## src/rtl/arb_pkg.sv

```systemverilog
// Shared types and constants for the unified instruction/data memory port arbiter.
package arb_pkg;

  // Access sequencing states
  typedef enum logic [1:0] {
    IDLE = 2'd0,
    REQ  = 2'd1,
    WAIT = 2'd2,
    DONE = 2'd3
  } arb_state_e;

  // Which requester currently owns the memory port
  typedef enum logic {
    OWN_I = 1'b0,
    OWN_D = 1'b1
  } arb_owner_e;

  // d_ctrl encoding; 2'b11 is treated as a write
  localparam logic [1:0] MEM_RD = 2'b01;
  localparam logic [1:0] MEM_WR = 2'b10;

endpackage

```

## src/rtl/mem_arb_wdog.sv

```systemverilog
// Access watchdog: counts cycles an access has been outstanding and flags expiry.
// Only instantiated when ARB_TIMEOUT_EN is defined.
module mem_arb_wdog #(
  parameter int unsigned TIMEOUT = 255
) (
  input  logic clk,
  input  logic reset_n,
  input  logic clear,
  input  logic en,
  output logic expired
);

  localparam int unsigned CntW = (TIMEOUT > 0) ? $clog2(TIMEOUT + 1) : 1;
  localparam logic [CntW-1:0] Limit = CntW'(TIMEOUT);

  logic [CntW-1:0] cnt_q;

  // Counter clears on a new grant and saturates at the limit
  always_ff @(posedge clk) begin
    if (!reset_n) begin
      cnt_q <= '0;
    end else if (clear) begin
      cnt_q <= '0;
    end else if (en && !expired) begin
      cnt_q <= cnt_q + CntW'(1);
    end
  end

  assign expired = (cnt_q == Limit);

endmodule

```

## src/rtl/mem_port_arbiter.sv

```systemverilog
// Arbitrates the shared unified memory between instruction fetch (I) and data (D).
// Data wins on simultaneous requests; each access runs IDLE -> REQ -> WAIT -> DONE.
// Optional feature: define ARB_TIMEOUT_EN to abort accesses that wait TIMEOUT cycles.
module mem_port_arbiter
  import arb_pkg::*;
#(
  parameter int unsigned ADDR_W  = 32,
  parameter int unsigned DATA_W  = 32,
  parameter int unsigned TIMEOUT = 255
) (
  input  logic              clk,
  input  logic              reset_n,
  input  logic              if_req,
  input  logic [ADDR_W-1:0] if_addr,
  output logic [DATA_W-1:0] if_rdata,
  output logic              if_valid,
  output logic              stall_if,
  input  logic [1:0]        d_ctrl,
  input  logic [ADDR_W-1:0] d_addr,
  input  logic [DATA_W-1:0] d_wdata,
  output logic [DATA_W-1:0] d_rdata,
  output logic              d_valid,
  output logic              stall_mem,
  output logic              mem_req,
  output logic              mem_we,
  output logic [ADDR_W-1:0] mem_addr,
  output logic [DATA_W-1:0] mem_wdata,
  input  logic              mem_ready,
  input  logic              mem_rvalid,
  input  logic [DATA_W-1:0] mem_rdata,
  output logic              timeout_err
);

  arb_state_e        state_q, state_d;
  arb_owner_e        owner_q;
  logic              mem_req_q, mem_we_q, timeout_err_q;
  logic [ADDR_W-1:0] mem_addr_q;
  logic [DATA_W-1:0] mem_wdata_q, if_rdata_q, d_rdata_q;

  logic d_pending, d_write;
  logic grant, grant_d, capture, tmo_hit;
  logic wdog_clear, wdog_en, wdog_expired;

  assign d_pending = (d_ctrl & (MEM_RD | MEM_WR)) != 2'b00;
  assign d_write   = (d_ctrl & MEM_WR) != 2'b00;

`ifdef ARB_TIMEOUT_EN
  mem_arb_wdog #(
    .TIMEOUT (TIMEOUT)
  ) u_wdog (
    .clk     (clk),
    .reset_n (reset_n),
    .clear   (wdog_clear),
    .en      (wdog_en),
    .expired (wdog_expired)
  );
`else
  assign wdog_expired = 1'b0;
  logic unused_timeout;
  assign unused_timeout = ^{wdog_clear, wdog_en, TIMEOUT};
`endif

  // State and owner register
  always_ff @(posedge clk) begin
    if (!reset_n) begin
      state_q <= IDLE;
      owner_q <= OWN_I;
    end else begin
      state_q <= state_d;
      if (grant) owner_q <= grant_d ? OWN_D : OWN_I;
    end
  end

  // Next-state: DONE always returns to IDLE so a stale request cannot be re-granted
  always_comb begin
    state_d = state_q;
    unique case (state_q)
      IDLE: if (d_pending || if_req) state_d = REQ;
      REQ: begin
        if (mem_ready)         state_d = WAIT;
        else if (wdog_expired) state_d = DONE;
      end
      WAIT: if (mem_rvalid || wdog_expired) state_d = DONE;
      DONE: state_d = IDLE;
      default: state_d = IDLE;
    endcase
  end

  // Output and control decode from the current state
  always_comb begin
    grant      = (state_q == IDLE) && (d_pending || if_req);
    grant_d    = (state_q == IDLE) && d_pending;
    capture    = (state_q == WAIT) && mem_rvalid;
    // A real handshake in the expiring cycle takes priority over the timeout
    tmo_hit    = wdog_expired && (((state_q == REQ) && !mem_ready) ||
                                  ((state_q == WAIT) && !mem_rvalid));
    wdog_clear = grant;
    wdog_en    = (state_q == REQ) || (state_q == WAIT);
    if_valid   = (state_q == DONE) && (owner_q == OWN_I);
    d_valid    = (state_q == DONE) && (owner_q == OWN_D);
  end

  // Memory request, write data and response capture registers
  always_ff @(posedge clk) begin
    if (!reset_n) begin
      mem_req_q     <= 1'b0;
      mem_we_q      <= 1'b0;
      mem_addr_q    <= '0;
      mem_wdata_q   <= '0;
      if_rdata_q    <= '0;
      d_rdata_q     <= '0;
      timeout_err_q <= 1'b0;
    end else begin
      if (grant) begin
        mem_req_q  <= 1'b1;
        mem_addr_q <= grant_d ? d_addr : if_addr;
        mem_we_q   <= grant_d && d_write;
        if (grant_d) mem_wdata_q <= d_wdata;
      end
      if ((state_q == REQ) && (mem_ready || tmo_hit)) mem_req_q <= 1'b0;
      if (capture) begin
        if (owner_q == OWN_D) d_rdata_q  <= mem_rdata;
        else                  if_rdata_q <= mem_rdata;
      end
      if (tmo_hit) begin
        if (owner_q == OWN_D) d_rdata_q  <= '0;
        else                  if_rdata_q <= '0;
        timeout_err_q <= 1'b1;
      end
    end
  end

  assign mem_req     = mem_req_q;
  assign mem_we      = mem_we_q;
  assign mem_addr    = mem_addr_q;
  assign mem_wdata   = mem_wdata_q;
  assign if_rdata    = if_rdata_q;
  assign d_rdata     = d_rdata_q;
  assign timeout_err = timeout_err_q;
  assign stall_if    = if_req & ~if_valid;
  assign stall_mem   = d_pending & ~d_valid;

endmodule

```

## config.mk

```make
export PLATFORM = sky130hd
export DESIGN_NAME = mem_port_arbiter
export DESIGN_NICKNAME = d
export VERILOG_FILES = /design/src/rtl/arb_pkg.sv /design/src/rtl/mem_arb_wdog.sv /design/src/rtl/mem_port_arbiter.sv
export SDC_FILE = /design/constraint.sdc
export NUM_CORES = 1
export LEC_CHECK = 0
export CAP_MARGIN = 10
export CORE_MARGIN = 1.5
export CORE_UTILIZATION = 40
export DETAILED_ROUTE_END_ITERATION = 8
export GPL_TIMING_DRIVEN = 0
export PLACE_DENSITY_LB_ADDON = 0.12
export SLEW_MARGIN = 30
export SYNTH_ARGS = -nofsm -noshare
export SYNTH_HDL_FRONTEND = slang
export SYNTH_SLANG_ARGS = --single-unit
```

## constraint.sdc

```tcl
create_clock -name clk -period 1.8 [get_ports clk]
set_input_delay 0.18 -clock clk [delete_from_list [all_inputs] [get_ports clk]]
set_output_delay 0.18 -clock clk [all_outputs]
set_load 0.01 [all_outputs]
```

==> impl_metrics.toml <==
[run_status]
status = "finished clean"

[sta]
setup_ws_ns = 0.0772
setup_viol = 0
slew_headroom = 0.617
finalHoldViolations = 0
skew_ns = 0.00480
min_period_over_period = 0.957
whs_ns = 0.222
post-route-min-period_ns = 1.72
drv_slew = 0
tightest_slew_ns = 0.574
setup_tns_ns = 0
max_freq_ghz = 0.580

[clock_network]
postCtsHoldBufs = 0
clock_latency_ns = 0.41
clkSinkCount = 133
cts.htree.levels = 4
cts_buffers = 17
cts_tree = "built"
clkSlewWorstSetupHoldPaths_ns = 0.05
cts.path.max_buffers = 2
root_buffer = "clkbuf_16"

[floorplanning]
io_pins = 270
std_cell_rows = 41
core_mm2 = 0.0127
die_y_um = 117
initial_core_util = 0.413
dieArea_mm2 = 0.0138
die_x_um = 117

[global_routing]
grt_pass1_vias = 5531
grt_max_degree = 17
grt_overflow = 0
grtUsageTotal = 0.246
antenna_found_initial = 1
grt_pass1_wl_um = 27100

[logic_synthesis]
synth_area_leaders = "dfxtp_1 (51%), nand2_1 (14%), a21oi_1 (9.3%), or4b_1 (5.0%), a211oi_1 (4.7%)"
synthArstFlopShare = 0
syn_nets = 785
ys_warn_count = 0
synthTopCellsByCount = "nand2_1 (196), dfxtp_1 (133), a21oi_1 (97)"
yosys.cell_types.count = 33
synth_top_cell_by_area = "dfxtp_1"
synth.top_cell.area_share = 0.509
synth.avg_cell_area_um2 = 8.11
syn_area_mm2 = 0.00523
ys_ff_latch = 133
netlist_instances = 645
synth_edf_count = 0
ys_seq_area_frac = 0.509
synth_flop_cell = "dfxtp_1"
yosysMostFrequentCell = "nand2_1"

[routing]
drt-initial-drc-count = 257
via_per_inst = 4.97
vias = 5550
firstDrtPassIters = 5
wl_per_cell_um = 15.2
detail-route-antenna-nets = 0
route.detailed.drc = 0
wl_um = 17000

[setup_path]
r2r_setup_slack_ns = 0.08
crit_path_end_kind = "output port"
critPathRequiredTime_ns = 1.62
r2r-start = "state_q[0]"
path_max_fanout = 4
r2r-end = "state_q[1]"
crit_path_start_kind = "register"
arrival_ns = 1.54
reg2regPathDepth = 6
crit_type = "reg -> out"

[placement]
place_area_mm2 = 0.00811
gp_congestion = 0.842
pre_cts_ws_ns = -0.204
io_buffers = 266
dp_hpwl_um = 13000

[worst_hold_path]
min_from = "d_ctrl[0]"
hold_depth = 4
hp-class = "in -> reg"
hold_end = "mem_addr[5]"

[finish]
nets = 1071
final_util = 0.690
stdcell_area_mm2 = 0.00874
n_fill_cell = 1054
drive_above_1_share = 0.0774
area_growth_pct = 66.9

[power_and_ir_drop]
peakVddDrop_mv = 0.729
power.static_leakage_nw = 3.17
p_per_area_mw_per_mm2 = 1220

[run]
maxCapViolations = 0
## logic make-up after synthesis
group           count (synthesis)  synth area share
simple gates                  273             0.239
compound gates                169             0.181
flops                         133             0.509
buf+inv                        62            0.0550
fa+ha+maj                       5            0.0120
mux                             2           0.00383
other cells                     1          0.000717
## area by class of cell
type / count / area (µm²) / share of cell area
Timing Repair Buffer: 267 / 2660 / 0.305
Antenna cell: 1 / 2.50 / 0.000286
Multi-Input combinational cell: 450 / 2290 / 0.262
Sequential cell: 133 / 2660 / 0.305
Clock buffer: 23 / 488 / 0.0558
Inverter: 5 / 18.8 / 0.00215
Clock inverter: 8 / 98.8 / 0.0113
Tap cell: 172 / 215 / 0.0246
Buffer: 57 / 299 / 0.0342
## per-stage QoR
step / instances / total power, mW
6_report: 1116 / 10.7
5_1_grt: 1116 / 11.2
4_1_cts: 1115 / 10.7
3_5_place_dp: 1083 / 7.31
3_3_place_gp: 1083 / 7.21
2_1_floorplan: 645 / 5.42
## report_power, final
| part | total (mW) | internal, mW | switching (mW) |
|---|---|---|---|
| combinational | 3.43 | 1.75 | 1.68 |
| clock | 3.39 | 2.17 | 1.22 |
| sequential | 3.86 | 3.53 | 0.328 |
| total | 10.7 | 7.45 | 3.23 |
## critical path: stages, from the launching register on
cell,delay [ns]
dfxtp_1,0.34
ha_1,0.23
nor2b_2,0.16
nor2b_1,0.11
dlygate4sd2_1,0.30
## worst max path at each step
stage	start	to	slack [ns]	cells after the start
global placement	d_ctrl[1]	stall_mem	-0.13	5
floorplan	state_q[0]	state_q[0]	0.22	5
finish	state_q[0]	stall_if	0.08	4
CTS	state_q[0]	stall_mem	0.04	4
global route	state_q[0]	state_q[1]	-0.02	6
detailed placement	reset_n	d_rdata[27]	-0.20	5
## placed cells by master, fill, tap and decap left out, types with 5 or more instances in the layout
master and instances:
a211oi_1 33, nor2_1 36, clkbuf_16 17, dfxtp_1 133, clkdlybuf4s50_1 262, nand2_1 196, clkbuf_2 10, buf_4 5
or4b_1 26, clkbuf_4 7, buf_2 8, clkbuf_1 27, o21ai_0 31, a21oi_1 97, or4b_2 6
## repair_timing
item | 4_1_cts | 5_1_grt
pin swaps | 1 | 0
setup endpoints to repair | 18 | 74
hold endpoints to repair | 0 | 0
setup buffers | 1 | 0
cloned | 0 | 0
gates resized for setup | 7 | 26
## flip-flops by register name, summed over array words and instances, names as in the netlist
signal     flops
d_rdata       32
mem_wdata     32
state_q        2
mem_addr      32
owner_q        1
mem_we         1
if_rdata      32
mem_req        1
## per-layer routing
metal,up-vias,share of wire,GRT usage
met3,35,0.083,0.0890
met5,-,0,0
li1,2760,-,-
met4,0,0.029,0.110
met1,2541,0.39,0.266
met2,214,0.49,0.429
Power figures use the tool's default switching activity.
